### src/rtl/pipe_pkg.sv
// rtl/pipe_pkg.sv - shared payload type and constants for the pipeline stage register
package pipe_pkg;

  localparam int PC_W_DEF   = 32;
  localparam int INST_W_DEF = 32;
  localparam int EXC_W_DEF  = 5;

  localparam logic [31:0] HANDLER_PC_DEF = 32'h0000_4180;
  localparam int          EXC_NONE       = 0;

  typedef struct packed {
    logic [PC_W_DEF-1:0]   pc;
    logic [INST_W_DEF-1:0] inst;
    logic [EXC_W_DEF-1:0]  exc;
    logic                  bd;
  } pipe_payload_t;

endpackage

### src/rtl/pipe_slot.sv
// rtl/pipe_slot.sv - one pipeline entry: payload register plus valid bit
module pipe_slot
  import pipe_pkg::*;
#(
  parameter int              PC_W       = PC_W_DEF,
  parameter int              INST_W     = INST_W_DEF,
  parameter int              EXC_W      = EXC_W_DEF,
  parameter logic [PC_W-1:0] HANDLER_PC = PC_W'(HANDLER_PC_DEF)
) (
  input  logic              clk,
  input  logic              rst,
  input  logic              load_i,
  input  logic              clr_bubble_i,
  input  logic              clr_handler_i,
  input  logic [PC_W-1:0]   pc_i,
  input  logic [INST_W-1:0] inst_i,
  input  logic [EXC_W-1:0]  exc_i,
  input  logic              bd_i,
  output logic              valid_o,
  output logic [PC_W-1:0]   pc_o,
  output logic [INST_W-1:0] inst_o,
  output logic [EXC_W-1:0]  exc_o,
  output logic              bd_o
);

  logic              valid_q, valid_d;
  logic [PC_W-1:0]   pc_q, pc_d;
  logic [INST_W-1:0] inst_q, inst_d;
  logic [EXC_W-1:0]  exc_q, exc_d;
  logic              bd_q, bd_d;

  // Next entry contents: handler clear beats bubble clear beats load; a bubble is always inst 0
  always_comb begin
    valid_d = valid_q;
    pc_d    = pc_q;
    inst_d  = inst_q;
    exc_d   = exc_q;
    bd_d    = bd_q;
    if (clr_handler_i) begin
      valid_d = 1'b0;
      pc_d    = HANDLER_PC;
      inst_d  = '0;
      exc_d   = EXC_W'(EXC_NONE);
      bd_d    = 1'b0;
    end else if (clr_bubble_i) begin
      valid_d = 1'b0;
      pc_d    = '0;
      inst_d  = '0;
      exc_d   = EXC_W'(EXC_NONE);
      bd_d    = 1'b0;
    end else if (load_i) begin
      valid_d = 1'b1;
      pc_d    = pc_i;
      inst_d  = inst_i;
      exc_d   = exc_i;
      bd_d    = bd_i;
    end
  end

  // Entry register, reset to an empty all-zero bubble
  always_ff @(posedge clk or negedge rst) begin
    if (!rst) begin
      valid_q <= 1'b0;
      pc_q    <= '0;
      inst_q  <= '0;
      exc_q   <= '0;
      bd_q    <= 1'b0;
    end else begin
      valid_q <= valid_d;
      pc_q    <= pc_d;
      inst_q  <= inst_d;
      exc_q   <= exc_d;
      bd_q    <= bd_d;
    end
  end

  assign valid_o = valid_q;
  assign pc_o    = pc_q;
  assign inst_o  = inst_q;
  assign exc_o   = exc_q;
  assign bd_o    = bd_q;

endmodule

### src/rtl/pipe_stage_reg.sv
// rtl/pipe_stage_reg.sv - handshaked pipeline stage register; two-entry skid buffer when PIPE_SKID_EN is defined
module pipe_stage_reg
  import pipe_pkg::*;
#(
  parameter int              PC_W       = PC_W_DEF,
  parameter int              INST_W     = INST_W_DEF,
  parameter int              EXC_W      = EXC_W_DEF,
  parameter logic [PC_W-1:0] HANDLER_PC = PC_W'(HANDLER_PC_DEF),
  parameter int              CNT_W      = 16
) (
  input  logic              clk,
  input  logic              rst,
  input  logic              in_valid,
  output logic              in_ready,
  input  logic [PC_W-1:0]   in_pc,
  input  logic [INST_W-1:0] in_inst,
  input  logic [EXC_W-1:0]  in_exc,
  input  logic              in_bd,
  output logic              out_valid,
  input  logic              out_ready,
  output logic [PC_W-1:0]   out_pc,
  output logic [INST_W-1:0] out_inst,
  output logic [EXC_W-1:0]  out_exc,
  output logic              out_bd,
  input  logic              flush,
  input  logic              req,
  output logic [CNT_W-1:0]  stall_cnt
);

  logic              in_xfer, out_xfer;
  logic              ld0, bub0, hdl0;
  logic [PC_W-1:0]   pc0_in;
  logic [INST_W-1:0] inst0_in;
  logic [EXC_W-1:0]  exc0_in;
  logic              bd0_in;
  logic [CNT_W-1:0]  cnt_q, cnt_d;

  assign in_xfer  = in_valid && in_ready;
  assign out_xfer = out_valid && out_ready;

`ifdef PIPE_SKID_EN
  logic              v1, v1_d, ld1, bub1, from1, in_ready_q;
  logic [PC_W-1:0]   pc1;
  logic [INST_W-1:0] inst1;
  logic [EXC_W-1:0]  exc1;
  logic              bd1;

  // Entry control: entry 0 is the output slot, entry 1 catches one word while downstream stalls
  always_comb begin
    ld0   = 1'b0;
    bub0  = 1'b0;
    hdl0  = 1'b0;
    ld1   = 1'b0;
    bub1  = 1'b0;
    from1 = 1'b0;
    if (req) begin
      hdl0 = 1'b1;
      bub1 = 1'b1;
    end else if (flush) begin
      bub0 = 1'b1;
      bub1 = 1'b1;
    end else if (out_xfer) begin
      if (v1) begin
        ld0   = 1'b1;
        from1 = 1'b1;
        ld1   = in_xfer;
        bub1  = !in_xfer;
      end else if (in_xfer) begin
        ld0 = 1'b1;
      end else begin
        bub0 = 1'b1;
      end
    end else if (in_xfer) begin
      ld0 = !out_valid;
      ld1 = out_valid;
    end
  end

  assign v1_d     = ld1 || (v1 && !bub1);
  assign pc0_in   = from1 ? pc1   : in_pc;
  assign inst0_in = from1 ? inst1 : in_inst;
  assign exc0_in  = from1 ? exc1  : in_exc;
  assign bd0_in   = from1 ? bd1   : in_bd;

  // Registered ready: accept while the skid entry will be empty next cycle
  always_ff @(posedge clk or negedge rst) begin
    if (!rst) in_ready_q <= 1'b1;
    else      in_ready_q <= !v1_d;
  end

  assign in_ready = in_ready_q;

  pipe_slot #(
    .PC_W(PC_W), .INST_W(INST_W), .EXC_W(EXC_W), .HANDLER_PC(HANDLER_PC)
  ) u_slot1 (
    .clk(clk), .rst(rst),
    .load_i(ld1), .clr_bubble_i(bub1), .clr_handler_i(1'b0),
    .pc_i(in_pc), .inst_i(in_inst), .exc_i(in_exc), .bd_i(in_bd),
    .valid_o(v1), .pc_o(pc1), .inst_o(inst1), .exc_o(exc1), .bd_o(bd1)
  );
`else
  // Single-entry control: a load always wins over draining, since loading replaces the drained word
  always_comb begin
    ld0  = 1'b0;
    bub0 = 1'b0;
    hdl0 = 1'b0;
    if (req)           hdl0 = 1'b1;
    else if (flush)    bub0 = 1'b1;
    else if (in_xfer)  ld0  = 1'b1;
    else if (out_xfer) bub0 = 1'b1;
  end

  assign in_ready = !out_valid || out_ready;
  assign pc0_in   = in_pc;
  assign inst0_in = in_inst;
  assign exc0_in  = in_exc;
  assign bd0_in   = in_bd;
`endif

  pipe_slot #(
    .PC_W(PC_W), .INST_W(INST_W), .EXC_W(EXC_W), .HANDLER_PC(HANDLER_PC)
  ) u_slot0 (
    .clk(clk), .rst(rst),
    .load_i(ld0), .clr_bubble_i(bub0), .clr_handler_i(hdl0),
    .pc_i(pc0_in), .inst_i(inst0_in), .exc_i(exc0_in), .bd_i(bd0_in),
    .valid_o(out_valid), .pc_o(out_pc), .inst_o(out_inst), .exc_o(out_exc), .bd_o(out_bd)
  );

  // Stall counter: counts held-but-not-taken cycles, sticks at all-ones, only reset clears it
  always_comb begin
    cnt_d = cnt_q;
    if (out_valid && !out_ready && (cnt_q != '1)) cnt_d = cnt_q + CNT_W'(1);
  end

  // Stall counter register
  always_ff @(posedge clk or negedge rst) begin
    if (!rst) cnt_q <= '0;
    else      cnt_q <= cnt_d;
  end

  assign stall_cnt = cnt_q;

endmodule

### config.mk
export PLATFORM = sky130hd
export DESIGN_NAME = pipe_stage_reg
export DESIGN_NICKNAME = d
export VERILOG_FILES = /design/src/rtl/pipe_pkg.sv /design/src/rtl/pipe_slot.sv /design/src/rtl/pipe_stage_reg.sv
export SDC_FILE = /design/constraint.sdc
export NUM_CORES = 1
export LEC_CHECK = 0
export BUFFER_PORTS_ARGS = -buffer_cell sky130_fd_sc_hd__buf_2
export CAP_MARGIN = 20
export CORE_MARGIN = 8
export CORE_UTILIZATION = 45
export DETAILED_ROUTE_END_ITERATION = 16
export PLACE_DENSITY = 0.75
export SETUP_SLACK_MARGIN = 0.15
export SLEW_MARGIN = 5
export SYNTH_ARGS = -nofsm -noshare
export SYNTH_HDL_FRONTEND = slang
export SYNTH_SLANG_ARGS = --single-unit
### constraint.sdc
create_clock -name clk -period 2.4 [get_ports clk]
set_clock_uncertainty 0.05 [all_clocks]
set_input_delay 0.36 -clock clk [delete_from_list [all_inputs] [get_ports clk]]
set_output_delay 0.36 -clock clk [all_outputs]
set_load 0.05 [all_outputs]
## Yosys cells after proc, flatten, opt, wreduce, memory -nomap -nowiden

Cells that the tools add are included.

- Register bits: 87
- Bits of input ports: 76
- Output and inout port bits: 88

- $add $sub $neg: 1
- Equality and inequality tests: 1
- Mux-type cells: 23
- Reductions and logical operators: 8

Operators with widths:

| operator | number |
|---|---|
| $mux W32 | 6 |
| $add A16 B1 Y16 const B | 1 |
| $ne A16 B16 Y1 const B | 1 |
| $mux W5 | 3 |
| $mux W1 | 14 |
| $logic_and A1 B1 Y1 | 4 |
| $reduce_bool A3 Y1 | 1 |
| $logic_not A1 Y1 | 2 |
| $logic_or A1 B1 Y1 | 1 |

## Logic depth before layout (Yosys ltp)

- Word-level depth: 9
- Mapped depth: 7
- Depth with buffers taken out: 5

## By module

Synthesis repeated with hierarchy kept, for this count alone.

- Cell total of the unflattened synthesis: 309
- Area, all modules: 3,742.3 um^2

Modules (own cells, without submodules):

| module | times used | cells an instance | area an instance (um^2) | seq. area each (um^2) |
|---|---|---|---|---|
| pipe_slot | 1 | 230 | 2,919.0 | 1,776.7 |
| pipe_stage_reg | 1 | 79 | 823.3 | 400.4 |

## Least setup slack after synthesis

OpenSTA, ideal clock, no wires.

- Kind: reg2reg
- Start point: register cnt_q[0] (netlist: stall_cnt[0])
- End point: register cnt_q[1] (netlist: stall_cnt[1])
- Arrival: 2.176 ns
- Setup slack: 0.049 ns
- Cell stages (with the launch flop): 7
- Clock period less this slack: 2.351 ns
- Cell sequence: dfrtp_1 ha_1 nand4_1 or4_4 buf_6 nand2_4 mux2_4

- Cells in the longest elaborated chain, start to end: 2
- Elaborated cells between the ends (all ways): 3
- Those cells by class: add/sub: 1; eq/ne: 1; reduce/logical: 1

Ends and longest elaborated chain:

| element | RTL line | source |
|---|---|---|
| from (decl) | pipe_stage_reg.sv:36 | `logic [CNT_W-1:0] cnt_q, cnt_d;` |
| from (signal assigned) | pipe_stage_reg.sv:138 | `else cnt_q <= cnt_d;` |
| parallel branches: the longest is 2 deep, another holds $add A16 B1 Y16 | -- |  |

Parallel ways; which one is timed is not known.
A chain may end at the register's enable or synchronous reset.

## Worst setup path in the final report

Same ends and word-level chain as after synthesis.

==> summary.md <==
| Metric | Value |
|---|---|
| Total grt overflow | 0 |
| CTS tree | yes |
| Wire length per cell | 17.9 um |
| Storage cell area | 0.00218 sq mm |
| RSZ-0062 raised after global routing | no |
| Via/cell ratio | 5.25 |
| Drt initial violations | 83 |
| DR vias | 2669 |
| Number of port buffers | 163 |
| Cell Area, Synth | 0.00332 sq mm |
| Clk pwr share | 0.339 |
| CTS Buf Count | 9 |
| Reg2Reg Depth | 5 |
| Synth area leader | dfrtp_1 |
| Area share of the leading cell type in the synthesized netlist | 0.656 |
| Clock sinks | 87 |
| Worst EP required | 2.57 ns |
| Ys Warns | 0 |
| Worst reg2reg path endpoint | stall_cnt[1] |
| HPWL Detailed | 6730 um |
| Synthesis-stage register bit count | 87 |
| Sequential Power Share | 0.486 |
| Crit path max fanout | 7 |
| Multi-input logic area | 0.00108 sq mm |
| Syn avg cell area | 14.0 sq um |
| Fmax | 0.488 GHz |
| Number of fill cells | 630 |
| Chip Width | 102 um |
| Min Clock Period, post-route | 2.05 ns |
| Core area | 0.00721 sq mm |
| Logic pwr share | 0.176 |
| CP startpoint kind | flip-flop |
| Post-synthesis sequential area ratio | 0.656 |
| Finished Core Util | 0.623 |
| Setup tns final | 0 ns |
| Nets@finish | 481 |
| Antenna Cells | 0 |
| Hold Crit Start | in_exc[4] |
| Pwr Total | 3.29 mW |
| Vias in the first global route | 2871 |
| Setup CP Type | flip-flop to flip-flop |
| P per Cell Area | 733 mW/mm^2 |
| Worst-path clk slew | 0.08 ns |
| Initial Utilization | 0.460 |
| Clk Tree Root Cell | clkbuf_8 |
| Reg2reg setup slack | 0.35 ns |
| Critical Path AT | 2.22 ns |
| Setup ws final | 0.349 ns |
| Tot GR Track Use | 0.177 |
| Area growth syn-to-layout | 35.4% |
| Post-cts sizing count | 0 |
| EDFF count, synth | 0 |
| Syn nets | 314 |
| Top cells by area, synth | dfrtp_1 66%, a22o_1 18%, xnor2_1 2.1%, clkbuf_1 1.1%, nand2_1 1.0% |
| Dominant synthesized flop cell | dfrtp_1 |
| Detail Route Antenna Nets | 0 |
| Yosys cell types | 33 |
| DRT Pass-1 Iters | 6 |
| Die Y | 102 um |
| Relative slew slack | 0.611 |
| Non-Filler Instances | 508 |
| Clk buf depth | 2 |
| Total routed wirelength | 9100 um |
| Slew @ Worst Pin | 0.584 ns |
| Net Switching | 945 uW |
| Max cap viols | 0 |
| Worst hold path class | input pin to flip-flop |
| Status | finished, final reports clean |
| Clk Latency, worst-skew pair | 0.33 ns |
| Dpl ws | 0.375 ns |
| Slew Limit Fails | 0 |
| WHS Endpoint | u_slot0.exc_o[4] |
| Count leader, synth | dfrtp_1 |
| R2R Path Start | stall_cnt[0] |
| Number of remaining DRC errors | 0 |
| Initial antenna violation count | 0 |
| Synth cell count leaders | 87 x dfrtp_1, 67 x a22o_1, 10 x clkbuf_1, 9 x nand2_1, 9 x nor2_1 |
| Setup-failing EPs final | 0 |
| Placed insts | 491 |
| Hold path cells | 2 |
| Int Power | 2.35 mW |
| Largest net degree at the start of global routing | 49 |
| Final period util | 0.855 |
| Async SR Flop Fraction | 1.00 |
| First-pass GRT wire length | 14300 um |
| Share of cells above drive strength 1 | 0.482 |
| Worst hold slack | 0.185 ns |
| P_leak | 2.49 nW |
| Post-route cell area | 0.00449 sq mm |
| Cell Area, Placed | 0.00426 sq mm |
| Row cnt | 31 |
| Switching Fraction | 0.287 |
| CTS H-tree lvls | 3 |
| Io pins | 164 |
| Critical path endpoint category | flip-flop |
| Fin. Hold Viols | 0 |
| Max VDD drop | 0.000366 V |
| RD Place Congestion | 0.828 |
| Die area | 0.0104 sq mm |
| Cells after synthesis | 237 |
area by class of cell:
| type | count | area share |
|---|---|---|
| Inverter | 1 | 0.000835 |
| Sequential cell | 87 | 0.485 |
| Multi-Input combinational cell | 134 | 0.241 |
| Tap cell | 99 | 0.0276 |
| Timing Repair Buffer | 171 | 0.196 |
| Clock inverter | 3 | 0.0145 |
| Clock buffer | 13 | 0.0354 |
placed cells by master, fill, tap and decap left out, types with 2 or more instances in the layout:
cell type,instances
a221o_1,3
a22o_1,67
and3_1,2
buf_2,162
buf_4,8
bufinv_16,2
clkbuf_1,2
clkbuf_8,11
dfrtp_1,85
dfrtp_2,2
mux2_1,2
mux2_2,2
nand2_1,9
nand3_1,6
nand4_1,5
nor2_1,9
nor3_1,2
nor3_4,2
o211ai_1,2
xnor2_1,8
metal layers:
layer | track usage | up-vias | share of wire
met4 | 0.0813 | 0 | 0.019
met2 | 0.296 | 97 | 0.52
met5 | 0 | - | 0
met3 | 0.0456 | 14 | 0.058
li1 | - | 1232 | -
met1 | 0.209 | 1326 | 0.41
timing repair:
action	in CTS	in global routing
buffers inserted	0	0
hold buffers	1	0
hold endpoints to repair	45	0
worst max path at each step:
stage	start	to	slack (ns)	depth (start not counted)
after floorplan	stall_cnt[3]	stall_cnt[1]	0.21	5
after global placement	stall_cnt[0]	stall_cnt[1]	0.43	5
after detailed placement	stall_cnt[0]	stall_cnt[1]	0.38	5
after CTS	stall_cnt[0]	stall_cnt[1]	0.35	5
after global routing	stall_cnt[0]	stall_cnt[1]	0.24	5
final	stall_cnt[0]	stall_cnt[1]	0.35	5
power groups by stage:
stage | clock network (mW) | registers (mW) | logic, mW
floorplan | 0 | 1.87 | 0.118
global placement | 0 | 1.62 | 0.576
detailed placement | 0 | 1.63 | 0.582
CTS | 1.16 | 1.60 | 0.585
global route | 1.23 | 1.61 | 0.618
finish | 1.12 | 1.60 | 0.579
cells by family (layout without fill, tap and decap cells):
logic type	count (synthesis)	in the layout	share of synthesized area
AO/OA/AOI/OAI	76	76	0.198
adder cells (fa/ha/maj)	1	1	0.00377
XOR/XNOR	9	9	0.0238
flip-flops	87	87	0.656
multiplexers	5	5	0.0181
AND/OR/NAND/NOR	43	43	0.0781
buffers and inverters	16	188	0.0219
registers in the layout, indices dropped and copies added (netlist names):
register / flops
u_slot0.inst_o: 32
u_slot0.pc_o: 32
stall_cnt: 16
u_slot0.exc_o: 5
u_slot0.bd_o: 1
u_slot0.valid_o: 1
critical path, stage by stage, from the launching register on:
cell,delay [ns]
dfrtp_2,0.40
ha_1,0.20
nand4_1,0.24
or4_4,0.65
nand2_4,0.11
mux2_4,0.29
Power figures use the tool's default switching activity.
